==> src/rtl/fu_div_seq_if.sv <==
// Issue/write-back bus for the sequential divide unit.
interface fu_div_seq_if #(
    parameter int unsigned XLEN = 32
);
    logic            EN;
    logic [1:0]      op;
    logic [XLEN-1:0] A;
    logic [XLEN-1:0] B;
    logic            busy;
    logic            finish;
    logic [XLEN-1:0] res;

    // Issue side: drives a request and watches for the result.
    modport master (
        output EN,
        output op,
        output A,
        output B,
        input  busy,
        input  finish,
        input  res
    );

    // Divide unit side.
    modport slave (
        input  EN,
        input  op,
        input  A,
        input  B,
        output busy,
        output finish,
        output res
    );
endinterface

==> src/rtl/fu_div_seq.sv <==
// Sequential RV32M divide unit: radix-2 restoring, fixed latency EN -> finish.
// op[0]=1 selects unsigned, op[1]=1 selects remainder.
module fu_div_seq #(
    parameter int unsigned XLEN    = 32,
    parameter int unsigned LATENCY = 34
) (
    input logic          clk,
    input logic          rst,
    fu_div_seq_if.slave  bus
);
    localparam int unsigned CNT_W     = (XLEN > 1) ? $clog2(XLEN) : 1;
    // One latch cycle and one FIX cycle surround the XLEN restoring steps.
    localparam int unsigned LAST_ITER = LATENCY - 3;

    typedef enum logic [1:0] {
        IDLE = 2'd0,
        CALC = 2'd1,
        FIX  = 2'd2,
        DONE = 2'd3
    } state_t;

    state_t          state;
    logic [CNT_W-1:0] cnt;
    logic [XLEN-1:0] rem_acc;
    logic [XLEN-1:0] quo_acc;
    logic [XLEN-1:0] dvsr;
    logic            is_rem;
    logic            neg_q;
    logic            neg_r;
    logic            div_zero;
    logic            ovf;
    logic            busy_r;
    logic            finish_r;
    logic [XLEN-1:0] res_r;

    logic            op_signed_c;
    logic            a_neg_c;
    logic            b_neg_c;
    logic [XLEN-1:0] a_mag_c;
    logic [XLEN-1:0] b_mag_c;
    logic            div_zero_c;
    logic            ovf_c;
    logic [XLEN:0]   shifted_c;
    logic [XLEN:0]   trial_c;
    logic            take_c;
    logic [XLEN-1:0] q_fix_c;
    logic [XLEN-1:0] r_fix_c;
    logic [XLEN-1:0] result_c;

    // Operand decode at issue: sign flags, magnitudes and RV32M special cases.
    always_comb begin
        op_signed_c = ~bus.op[0];
        a_neg_c     = op_signed_c & bus.A[XLEN-1];
        b_neg_c     = op_signed_c & bus.B[XLEN-1];
        a_mag_c     = a_neg_c ? (XLEN'(0) - bus.A) : bus.A;
        b_mag_c     = b_neg_c ? (XLEN'(0) - bus.B) : bus.B;
        div_zero_c  = (bus.B == '0);
        ovf_c       = op_signed_c
                      && (bus.A == {1'b1, {(XLEN-1){1'b0}}})
                      && (bus.B == '1);
    end

    // One restoring step: shift {rem, quo} left, keep trial when it stays non-negative.
    always_comb begin
        shifted_c = {rem_acc, quo_acc[XLEN-1]};
        trial_c   = shifted_c - {1'b0, dvsr};
        take_c    = ~trial_c[XLEN];
    end

    // Sign fix-up and special-case selection for the FIX cycle.
    // A zero divisor leaves |A| in the remainder, so the sign fix already yields A.
    always_comb begin
        q_fix_c = neg_q ? (XLEN'(0) - quo_acc) : quo_acc;
        r_fix_c = neg_r ? (XLEN'(0) - rem_acc) : rem_acc;
        if (is_rem) begin
            result_c = ovf ? '0 : r_fix_c;
        end else if (div_zero) begin
            result_c = '1;
        end else if (ovf) begin
            result_c = {1'b1, {(XLEN-1){1'b0}}};
        end else begin
            result_c = q_fix_c;
        end
    end

    // Control FSM and datapath registers; reset wins over every state.
    always_ff @(posedge clk) begin
        if (rst) begin
            state    <= IDLE;
            cnt      <= '0;
            rem_acc  <= '0;
            quo_acc  <= '0;
            dvsr     <= '0;
            is_rem   <= 1'b0;
            neg_q    <= 1'b0;
            neg_r    <= 1'b0;
            div_zero <= 1'b0;
            ovf      <= 1'b0;
            busy_r   <= 1'b0;
            finish_r <= 1'b0;
            res_r    <= '0;
        end else begin
            case (state)
                IDLE: begin
                    finish_r <= 1'b0;
                    if (bus.EN) begin
                        is_rem   <= bus.op[1];
                        neg_q    <= a_neg_c ^ b_neg_c;
                        neg_r    <= a_neg_c;
                        div_zero <= div_zero_c;
                        ovf      <= ovf_c;
                        rem_acc  <= '0;
                        quo_acc  <= a_mag_c;
                        dvsr     <= b_mag_c;
                        cnt      <= '0;
                        busy_r   <= 1'b1;
                        state    <= CALC;
                    end
                end
                CALC: begin
                    rem_acc <= take_c ? trial_c[XLEN-1:0] : shifted_c[XLEN-1:0];
                    quo_acc <= {quo_acc[XLEN-2:0], take_c};
                    cnt     <= cnt + CNT_W'(1);
                    if (cnt == CNT_W'(LAST_ITER)) begin
                        state <= FIX;
                    end
                end
                FIX: begin
                    res_r    <= result_c;
                    finish_r <= 1'b1;
                    state    <= DONE;
                end
                DONE: begin
                    finish_r <= 1'b0;
                    busy_r   <= 1'b0;
                    state    <= IDLE;
                end
                default: begin
                    finish_r <= 1'b0;
                    busy_r   <= 1'b0;
                    state    <= IDLE;
                end
            endcase
        end
    end

    assign bus.busy   = busy_r;
    assign bus.finish = finish_r;
    assign bus.res    = res_r;
endmodule

==> src/flat_wrapper.sv <==
// flat-port wrapper written by rule: the top's interface ports become plain ports
module fu_div_seq_flat 
#(
    parameter int unsigned XLEN    = 32,
    parameter int unsigned LATENCY = 34
)
  (clk, rst, bus_EN, bus_op, bus_A, bus_B, bus_busy, bus_finish, bus_res);
  fu_div_seq_if #(.XLEN(XLEN)) bus_i ();
  input logic clk;
  input logic rst;
  input wire logic [$bits(bus_i.EN)-1:0] bus_EN;
  input wire logic [$bits(bus_i.op)-1:0] bus_op;
  input wire logic [$bits(bus_i.A)-1:0] bus_A;
  input wire logic [$bits(bus_i.B)-1:0] bus_B;
  output wire logic [$bits(bus_i.busy)-1:0] bus_busy;
  output wire logic [$bits(bus_i.finish)-1:0] bus_finish;
  output wire logic [$bits(bus_i.res)-1:0] bus_res;
  assign bus_i.EN = bus_EN;
  assign bus_i.op = bus_op;
  assign bus_i.A = bus_A;
  assign bus_i.B = bus_B;
  assign bus_busy = bus_i.busy;
  assign bus_finish = bus_i.finish;
  assign bus_res = bus_i.res;
  fu_div_seq #(.XLEN(XLEN), .LATENCY(LATENCY)) u_core (.clk(clk), .rst(rst), .bus(bus_i));
endmodule
==> config.mk <==
export PLATFORM = sky130hd
export DESIGN_NAME = fu_div_seq_flat
export DESIGN_NICKNAME = d
export VERILOG_FILES = /design/src/rtl/fu_div_seq_if.sv /design/src/rtl/fu_div_seq.sv /design/src/flat_wrapper.sv
export SDC_FILE = /design/constraint.sdc
export NUM_CORES = 1
export LEC_CHECK = 0
export ABC_AREA = 1
export BUFFER_PORTS_ARGS = -buffer_cell sky130_fd_sc_hd__buf_2
export CAP_MARGIN = 20
export CORE_MARGIN = 4
export CORE_UTILIZATION = 35
export CTS_CLUSTER_SIZE = 24
export DETAILED_ROUTE_END_ITERATION = 12
export HOLD_SLACK_MARGIN = 0.05
export PLACE_DENSITY = 0.54
export SYNTH_ARGS = -nofsm -noshare
export SYNTH_HDL_FRONTEND = slang
export SYNTH_SLANG_ARGS = --single-unit
==> constraint.sdc <==
create_clock -name clk -period 2.05 [get_ports clk]
set_input_delay 0.1025 -clock clk [delete_from_list [all_inputs] [get_ports clk]]
set_output_delay 0.1025 -clock clk [all_outputs]
set_load 0.02 [all_outputs]
# == Word-level counts from Yosys, hierarchy flattened ==
# Cells that the tools add are included.
# word_totals
register_bits,142
out_inout_bits,34
word_cells,65
# classes
n_addsub,6
n_eq_ne,8
n_mux,21
n_reduce_logical,12
bitwise,5
# op_table
operator,count
two-way mux 32 bit,11
case mux 32 bit (2 select lines),2
"subtractor 1 x 32 -> 32 bit, first input constant",4
"== test 32 bit, second input constant",2
subtractor 33 x 32 -> 33 bit,1
logical NOT 32 bit,1
case mux 5 bit (2 select lines),1
case mux 2 bit (4 select lines),1
AND reduction 2 bit,4
nonzero test 2 bit,3
"adder 5 x 1 -> 5 bit, second input constant",1
"== test 5 bit, second input constant",1
two-way mux 5 bit,1
"== test 2 bit, second input constant",2
two-way mux 2 bit,2
case mux 1 bit (2 select lines),2
bitwise AND 1 bit,2
"== test 2 x 1 -> 1 bit, second input constant",1
logical AND 1 bit,2
logical NOT 2 bit,1
"inequality test 2 x 1 -> 1 bit, second input constant",1
"inequality test 2 bit, second input constant",1
NOT 1 bit,2
OR reduction 2 bit,1
other kinds (2),2

# == Logic depth before layout (Yosys ltp) ==
# logic_depth
depth_word,5
mapped_depth,18
ltp_nobuf,17

# == Worst setup path before layout ==
# No wires, ideal clock.
# synth_path
path_type,flip-flop to flip-flop
startpoint,reg u_core.quo_acc[31]
endpoint,reg u_core.rem_acc[10]
synth_period_minus_slack_ps,2168
stages_incl_launch_ff,18
required_time_ps,1918
slack_ps,-118
arrival_time_ps,2036
setup_time_ps,132
n_path_buf,0
path_cell_list,dfxtp_1 -> inv_1 -> ha_1 -> fa_1 -> inv_1 -> nand2_1 -> nand2_1 -> nand3_2 -> nand2_4 -> nand2_4 -> nand2_4 -> nand2_4 -> nand2_4 -> nand2_2 -> nand2_1 -> nand2_1 -> nand3_1 -> a21oi_1
# synth_between
elab_chain_cells,3
# synth_lines
element,line,rtl
"start, declared",fu_div_seq.sv:25,logic [XLEN-1:0] quo_acc;
"start signal, assigned",fu_div_seq.sv:113,quo_acc <= a_mag_c;
"start signal, assigned",fu_div_seq.sv:122,"quo_acc <= {quo_acc[XLEN-2:0], take_c};"
subtractor 33 x 32 -> 33 bit,fu_div_seq.sv:66,"trial_c = shifted_c - {1'b0, dvsr};"
two-way mux 32 bit,fu_div_seq.sv:121,rem_acc <= take_c ? trial_c[XLEN-1:0] : shifted_c[XLEN-1:0];
case mux 32 bit (2 select lines),fu_div_seq.sv:103,case (state)
"end signal, assigned",fu_div_seq.sv:121,
"end, declared",fu_div_seq.sv:24,logic [XLEN-1:0] rem_acc;
# Every way passes these cells.
# A chain may end at the register's enable or synchronous reset.

# == Worst setup path after layout ==
# layout_path
startpoint,reg u_core.quo_acc[31]
endpoint,reg u_core.rem_acc[30]
# Same word-level chain as after synthesis.

==> impl_metrics.py <==
metrics = {
    "synth": {
        "ys_ff_latch": 142,
        "postSynth.asyncResetShare_pct": 0,
        "seq_area_frac_synth_pct": 22.65,
        "syn-num-nets": 2320,
        "ys.flop_type": "dfxtp_1",
        "synth_warnings": 0,
        "synthDistinctLibCells": 45,
        "synthTopCellsByArea": "dfxtp_1 (23%), nand2_1 (19%), inv_1 (9.5%)",
        "avgSynthCellArea_sq_um": 5.689,
        "synth_top_area_share_pct": 22.65,
        "synthCells": 2206,
        "synth_edf_count": 0,
        "yosysTopAreaCell": "dfxtp_1",
        "syn-cell-area_sq_um": 12550,
    },
    "sta": {
        "setup_viol": 33,
        "final.min_clock_period_ns": 2.222,
        "hold_viol_final": 0,
        "final_max_slew_viol_count": 0,
        "rsz0062_at_grt": "yes",
        "worst_slack_ns": -0.1721,
        "tightest_slew_ns": 0.6243,
        "fin_skew_ns": 0.01218,
        "period_share_pct": 108.4,
        "max-slew-margin-rel_pct": 58.00,
        "fmax_mhz": 450.0,
        "whs_ns": 0.07331,
    },
    "place": {
        "port_buffers": 102,
        "dp_slack_ns": -0.2170,
        "placed_cells": 2931,
        "dpl.hpwl_um": 40320,
        "place_congestion": 0.9246,
    },
    "route": {
        "drt-total-wl_um": 50460,
        "post_drt_wl_per_cell_um": 16.87,
        "num_vias": 15256,
        "ant_nets": 0,
        "dr.first_iter.drc_count": 1170,
        "dr.pass1.iters": 5,
        "drc": 0,
        "via_per_inst": 5.101,
    },
    "critical_path": {
        "crit_top_cell": "nand2_1",
        "cp-start-kind": "register",
        "worstPathCellList": "inv_2, ha_4, fa_2, inv_2, buf_4, buf_4, nand2_1, nand3b_1, nand2_1, nand2_1, nand2_1, nand2_1, nand2_1, nand2_1, nand2_1, nand3_1, a21oi_1",
        "critPathMaxFanout": 3,
        "crit_required_ns": 2.36,
        "r2r-start": "u_core.quo_acc[31]",
        "r2r_end": "u_core.rem_acc[30]",
        "crit_path_end_kind": "register",
        "crit_family": "simple AND/OR/NAND/NOR gates",
        "worstSetupPathType": "reg -> reg",
        "crit_arrival_ns": 2.53,
        "slowest_stage": "fa_2",
        "cp_num_buf_inv": 4,
        "r2r_slack_ns": -0.17,
        "reg2reg_depth": 17,
        "critPathMaxStageDelay_ns": 0.35,
    },
    "final_layout": {
        "final_common_cell": "nand2_1",
        "areaGrowthSynthToFinish_pct": 34.57,
        "instances_no_fill": 2991,
        "nets": 2633,
        "final_cell_mix": "nand2_1 (594), inv_1 (302), buf_4 (243)",
        "regArea_sq_um": 2860,
        "drive_gt1_share_pct": 22.57,
        "fillers": 3781,
        "n_antenna_cell": 0,
        "multi_input_area_sq_um": 8825,
    },
    "pwr": {
        "peakVddDrop_v": 0.001189,
        "finalPower_uw": 20780,
        "powerDensity_nw_per_um2": 1230,
        "p_leak_uw": 0.008615,
    },
    "flow_run": {
        "max_cap_violations": 0,
    },
    "clock_tree": {
        "cts.sinks": 142,
        "clock_latency_ns": 0.44,
        "clk_pin_slew_ns": 0.06,
        "clockBufferDepth": 2,
        "cts-buffers-inserted": 17,
        "cts_tree": "done",
        "ctsRootBufferMaster": "clkbuf_16",
        "htreeDepth": 4,
    },
    "grt": {
        "grt_max_degree": 52,
        "grt_overflow": 0,
        "antenna_found_initial": 1,
        "grt_pass1_wl_um": 77390,
        "grt_pass1_vias": 13901,
        "globalRouteTotalUtil_pct": 25.08,
    },
    "die": {
        "core_sq_um": 35480,
        "die_h_um": 197.4,
        "fp.dieW_um": 197.4,
        "num_rows": 69,
        "dieArea_sq_um": 38950,
        "initial_core_util_pct": 35.37,
        "io_pins": 103,
    },
    "min_path": {
        "worstHoldStart": "bus_A[4]",
        "hold_path.class": "in -> reg",
        "whs_path_depth": 4,
        "whs_endpoint": "u_core.quo_acc[4]",
    },
    "run_status": {
        "run_status": "complete, but fails checks",
        "violations": "setup timing",
    },
}
[through the flow]
| step | util, % | area [sq um] | setup TNS (ns) |
|---|---|---|---|
| after floorplan | - | 12570 | -0.1011 |
| after global placement | 42.84 | 15200 | -6.410 |
| after detailed placement | 42.84 | 15200 | -6.038 |
| after CTS | 45.80 | 16250 | -4.220 |
| after global routing | 47.59 | 16890 | -7.738 |
| final | 47.59 | 16890 | -3.444 |
[synthesized netlist by cell type, types with 4 or more instances]
library cell	count
a21oi_1	202
a31oi_1	22
and3_1	6
buf_1	11
buf_2	8
buf_6	5
clkbuf_1	60
clkinv_1	4
dfxtp_1	142
ha_1	44
inv_1	318
inv_2	5
nand2_1	619
nand2_2	4
nand2_4	7
nand3_1	210
nand3b_1	15
nand4_1	31
nor2_1	192
nor2_2	7
nor3_1	30
o211ai_1	19
o21ai_0	156
o21ai_1	8
o21bai_1	4
o221ai_1	8
or2_2	4
xnor2_1	12
xor2_1	23
[worst max path at each step]
stage | start | end | slack (ns) | depth (start not counted)
2_1_floorplan | u_core.quo_acc[31] | u_core.rem_acc[2] | -0.008 | 18
3_3_place_gp | u_core.dvsr[16] | u_core.rem_acc[5] | -0.20 | 13
3_5_place_dp | u_core.dvsr[7] | u_core.rem_acc[26] | -0.22 | 14
4_1_cts | u_core.quo_acc[31] | u_core.rem_acc[31] | -0.15 | 17
5_1_grt | u_core.dvsr[31] | u_core.rem_acc[24] | -0.27 | 11
6_report | u_core.quo_acc[31] | u_core.rem_acc[30] | -0.17 | 17
[area by class of cell]
cell class | instances | area share [%]
Inverter | 327 | 7.298
Multi-Input combinational cell | 1654 | 52.26
Clock inverter | 11 | 0.9854
Tap cell | 461 | 3.416
Sequential cell | 142 | 16.94
Clock buffer | 19 | 2.682
Timing Repair Buffer | 377 | 16.43
[report_power, final]
group	total [uW]	internal, uW	switching, uW
Sequential	4120	3480	643
Clock	3370	2080	1290
Combinational	13300	5200	8080
[state kept, by name, summed over array words and instances, names as in the netlist, 2 cells and up]
register / count
u_core.bus.res: 32
u_core.rem_acc: 32
u_core.state: 2
u_core.cnt: 5
u_core.dvsr: 32
u_core.quo_acc: 32
[per-layer routing]
layer	vias up	global-route usage, %	wire length [um]
met2	435	38.22	21860
li1	7803	-	-
met1	6958	36.81	24550
met5	-	0	0
met4	0	6.959	1146
met3	60	3.786	2907
[worst min-delay path, stage by stage]
cell and delay, ns:
buf_2 0.11, o21ai_0 0.10, o211ai_1 0.09, a21oi_1 0.06
[cell families (layout without fill, tap and decap cells)]
group / after synthesis / after routing / share of synthesized area (%)
compound gates: 434 / 434 / 18.79
xor+xnor: 35 / 35 / 2.443
fa+ha+maj: 45 / 45 / 4.546
buf+inv: 411 / 734 / 12.67
flops: 142 / 142 / 22.65
simple gates: 1139 / 1140 / 38.89
[what timing repair did]
item / in CTS / in global routing
resized for setup: 44 / 127
pin swaps: 16 / 29
endpoints found under the setup margin: 37 / 57
gates cloned: 1 / 4
hold buffers: 15 / 0
hold endpoints to repair: 15 / 0
setup buffers: 2 / 8
(Power assumes the default switching activity.)
